`src/rtl/noc_pkg.sv`:
```
// Shared NoC router constants: default flit width and the reader's output buffer depth.
package noc_pkg;

    localparam int DEF_DATA_WIDTH = 32;
    localparam int OUT_BUF_DEPTH  = 2;

    typedef logic [DEF_DATA_WIDTH-1:0] flit_t;

endpackage

```
`src/rtl/fifo_stream_reader.sv`:
```
// Drains an input FIFO (registered dout) into a valid/ready stream: read-to-out_valid is 2 cycles.
// Backpressure: issues reads only while the 2-entry buffer can absorb them; holds head stable while stalled.
module fifo_stream_reader
    import noc_pkg::*;
#(
    parameter int DATA_WIDTH  = DEF_DATA_WIDTH,
    parameter int COUNT_WIDTH = 32
) (
    input  logic                   clk,
    input  logic                   rst,
    input  logic                   fifo_empty,
    output logic                   fifo_rd_en,
    input  logic [DATA_WIDTH-1:0]  fifo_dout,
    output logic                   out_valid,
    input  logic                   out_ready,
    output logic [DATA_WIDTH-1:0]  out_data,
    output logic [COUNT_WIDTH-1:0] xfer_count
);

    localparam logic [2:0] LP_DEPTH = 3'(OUT_BUF_DEPTH);

    logic [1:0]             r_occ;
    logic                   r_inflight;
    logic                   r_valid;
    logic [DATA_WIDTH-1:0]  r_buf0;
    logic [DATA_WIDTH-1:0]  r_buf1;
    logic [COUNT_WIDTH-1:0] r_xfer_count;

    logic       w_deq;
    logic       w_enq;
    logic       w_rd_acc;
    logic [2:0] w_level;
    logic [1:0] w_occ_nxt;
    logic       w_wr_buf0;
    logic       w_wr_buf1;

    assign w_deq = r_valid & out_ready;
    assign w_enq = r_inflight;

    // Slots committed after this cycle's dequeue; a new read must land in a free slot.
    assign w_level    = {1'b0, r_occ} + {2'b00, r_inflight} - {2'b00, w_deq};
    assign fifo_rd_en = ~rst & ~fifo_empty & (w_level < LP_DEPTH);
    assign w_rd_acc   = fifo_rd_en & ~fifo_empty;

    assign w_wr_buf0 = w_enq & ((~w_deq & (r_occ == 2'd0)) | (w_deq & (r_occ == 2'd1)));
    assign w_wr_buf1 = w_enq & ((~w_deq & (r_occ == 2'd1)) | (w_deq & (r_occ == 2'd2)));

    always_comb begin
        w_occ_nxt = r_occ;
        case ({w_deq, w_enq})
            2'b10:   w_occ_nxt = r_occ - 2'd1;
            2'b01:   w_occ_nxt = r_occ + 2'd1;
            default: w_occ_nxt = r_occ;
        endcase
    end

    always_ff @(posedge clk) begin
        if (rst) begin
            r_occ        <= 2'd0;
            r_inflight   <= 1'b0;
            r_valid      <= 1'b0;
            r_buf0       <= '0;
            r_buf1       <= '0;
            r_xfer_count <= '0;
        end else begin
            r_occ      <= w_occ_nxt;
            r_inflight <= w_rd_acc;
            r_valid    <= (w_occ_nxt != 2'd0);
            if (w_wr_buf0) begin
                r_buf0 <= fifo_dout;
            end else if (w_deq) begin
                r_buf0 <= r_buf1;
            end
            if (w_wr_buf1) begin
                r_buf1 <= fifo_dout;
            end
            r_xfer_count <= r_xfer_count + {{(COUNT_WIDTH-1){1'b0}}, w_deq};
        end
    end

    assign out_valid  = r_valid;
    assign out_data   = r_buf0;
    assign xfer_count = r_xfer_count;

endmodule

```
`config.mk`:
```
export PLATFORM = sky130hd
export DESIGN_NAME = fifo_stream_reader
export DESIGN_NICKNAME = d
export VERILOG_FILES = /design/src/rtl/noc_pkg.sv /design/src/rtl/fifo_stream_reader.sv
export SDC_FILE = /design/constraint.sdc
export NUM_CORES = 1
export LEC_CHECK = 0
export CORE_MARGIN = 2
export CORE_UTILIZATION = 44
export DETAILED_ROUTE_END_ITERATION = 7
export PLACE_DENSITY_LB_ADDON = 0.15
export SYNTH_ARGS = -nofsm -noshare
export SYNTH_HDL_FRONTEND = slang
export SYNTH_SLANG_ARGS = --single-unit
```
`constraint.sdc`:
```
create_clock -name clk -period 2.5 [get_ports clk]
set_clock_uncertainty 0.1 [all_clocks]
set_input_delay 0.5 -clock clk [delete_from_list [all_inputs] [get_ports clk]]
set_output_delay 0.5 -clock clk [all_outputs]
set_load 0.05 [all_outputs]
```
==> results.ini <==
[status]
status=finished with violations
violations=setup timing

[routing]
drt_iter0_markers=265
wirelength_microns=10300
drt_pass1_iterations=6
drt.antenna.violating_nets=0
drt-vias-per-instance=5.69
drc=0
routedWlPerCell_microns=15.8
vias=3702

[setup_path]
end_kind=output port
required_ns=1.90
critical_path_arrival_ns=2.21
critPathLaunchType=primary input
worst-setup-path-type=primary input to output port
cp_max_fo=2

[clock_tree]
cts_root_buf=clkbuf_8
clk_latency_ns=0.36
cts_sinks=100
clk_path_buf_depth=2
clkTransAtPathRegs_ns=0.10
cts_made_buffers=9
h-tree-depth=3
cts_tree=built
hold_buffers=0

[timing]
setup_violations=1
hold_violations=0
period_share_pct=112
worst_slew_pin_slew_ns=0.535
fmax_ghz=0.356
post-route-min-period_ns=2.81
rsz0062_at_grt=yes
max_slew_margin_pct=64.2
maxSlewViolCount=0
timing.final.ws_setup_ns=-0.305

[die]
fp.coreArea_sq_um=9110
die_x_microns=100
dieArea_sq_um=10000
initial_core_util_pct=44.7
rows=35
die_y_microns=100
ios=102

[yosys]
yosys_warnings=0
synthFlopType=dfxtp_1
synth_cell_type_count=45
synthArstFlopShare_pct=0
syn_area_sq_um=4080
synth_seq_cells=100
synth_nets=462
ys_seq_area_share_pct=49.1
synth_cells=419
avgSynthCellArea_sq_um=9.73
synth_edf_count=0

[final_layout]
syn2layout_area_growth_pct=40.9
layout.nets=578
drive_above_1_share_pct=15.9
finalInstanceArea_sq_um=5740
fin_cells=651
diodes=0
fill_cells=781

[placement]
post-place-cells=626
place_area_sq_um=5420
dpl.hpwl_microns=6320
place_congestion=0.825
io_buffers=101

[global_routing]
grt_max_degree=102
grt_pass1_wl_microns=16500
antenna_found_initial=0
grt_pass1_vias=3529
overflow=0
grt_usage_pct=20.2

[power]
ir_drop_v=0.000475
p_switching_mw=1.62
swShare_pct=37.0
power.leakage_nw=2.24
power_frac_comb_pct=35.3
p_seq_share_pct=41.8
clock_power_share_pct=22.9
cellPowerDensity_nw_per_um2=762
p_int_mw=2.76

[flow_run]
maxCapViolations=0

[min_path]
worstHoldPathType=register to register

==> stage by stage <==
stage	utilization (%)	power, mW	hold WS, ns	worst slack, ns	setup TNS (ns)
finish	63.0	4.38	0.408	-0.305	-0.305
global route	63.0	4.59	0.440	-0.346	-0.443
CTS	62.1	4.41	0.404	-0.296	-0.296
detailed placement	59.5	3.37	0.384	-0.676	-10.60
global placement	59.5	3.35	0.376	-0.629	-9.41
floorplan	-	2.81	0.364	-0.186	-0.186
==> layout make-up <==
type                    count  area, sq um  share of cell area [%]
multi-input cells         285         2070                    36.0
flip-flops and latches    100         2010                    35.0
repair buffers            131         1300                    22.7
well taps                 111          139                    2.42
clock buffers               9          124                    2.16
clock inverters             7         67.6                    1.18
inverters                   8         32.5                   0.567
==> final timing paths <==
path                                      from        endpoint  slack (ns)  depth (start not counted)
worst max-delay path                 out_ready      fifo_rd_en       -0.31                          9
worst min-delay path            xfer_count[23]  xfer_count[23]        0.41                          2
worst max register to register       out_valid  xfer_count[31]        0.07                         10
worst min register to register  xfer_count[23]  xfer_count[23]        0.41                          2
==> cells in the final DEF (no fill, tap or decap), drive strengths merged, types with 2 or more instances in the layout <==
cell,Yosys,layout
a21boi,2,2
a21oi,16,16
a222oi,32,32
and3,6,6
and4,3,3
buf,6,32
clkbuf,21,9
clkdlybuf4s50,0,98
clkinv,0,3
dfxtp,100,100
ha,6,6
inv,8,12
mux2,2,2
mux2i,32,32
nand2,16,16
nand3,12,12
nand4,5,5
nor2,79,79
nor2b,4,4
nor3,3,3
nor4,8,8
nor4b,2,2
o21ai,6,6
o21ba,2,2
o31a,2,2
o31ai,8,8
or3,6,7
or4,9,9
xnor2,9,9
xor2,5,5
==> flip-flops by register name, summed over array words and instances (netlist names) <==
signal,flops
out_data,32
out_valid,1
r_buf1,32
r_inflight,1
r_occ,2
xfer_count,32
==> what timing repair did <==
action,in CTS,in global routing
setup endpoints to repair,17,13
gates cloned,0,1
pin swaps,6,6
setup buffers,6,2
gates resized for setup,4,16
==> critical path, cell delays in order <==
cell	delay (ns)
clkdlybuf4s15_2	0.26
nand2_8	0.07
ha_4	0.22
inv_2	0.06
nand2_2	0.06
fa_2	0.35
xor2_2	0.17
nor4b_4	0.34
buf_12	0.18
==> Yosys cell counts (3+ instances only) <==
master,n,area [sq um]
or3_1,3,18.8
clkbuf_1,21,78.8
buf_2,5,25.0
nor3_1,3,15.0
nor4_1,7,43.8
nand2_1,16,60.1
mux2i_1,32,320
o31ai_1,8,60.1
and4_1,3,26.3
nand3_1,12,60.1
a222oi_1,32,320
ha_1,6,75.1
a21oi_1,16,80.1
or4_1,8,60.1
nand4_1,4,25.0
nor2_1,79,297
inv_1,8,30.0
nor2b_1,4,25.0
xor2_1,5,43.8
dfxtp_1,100,2000
xnor2_1,9,78.8
o21ai_0,5,25.0
and3_1,6,37.5
==> logic make-up after synthesis <==
kind of cell | after synthesis | synth area share (%)
AO/OA/AOI/OAI | 72 | 14.2
XOR/XNOR | 14 | 3.01
adder cells (fa/ha/maj) | 7 | 2.33
buffers and inverters | 35 | 3.56
flip-flops | 100 | 49.1
multiplexers | 34 | 8.41
AND/OR/NAND/NOR | 157 | 19.4
==> routing by layer <==
metal	share of wire [%]	GRT usage (%)	vias to the layer above
met3	6.9	6.34	8
met4	0.89	5.37	0
met2	50	34.4	136
met1	42	24.7	1778
met5	0	0	-
li1	-	-	1780
==> power groups by stage <==
stage | combinational, mW | sequential, mW | clock [mW]
2_1_floorplan | 0.599 | 2.21 | 0
3_3_place_gp | 1.48 | 1.87 | 0
3_5_place_dp | 1.50 | 1.87 | 0
4_1_cts | 1.54 | 1.83 | 1.03
5_1_grt | 1.64 | 1.85 | 1.11
6_report | 1.55 | 1.83 | 1.00
No activity file was read; power rests on OpenSTA's default activity.
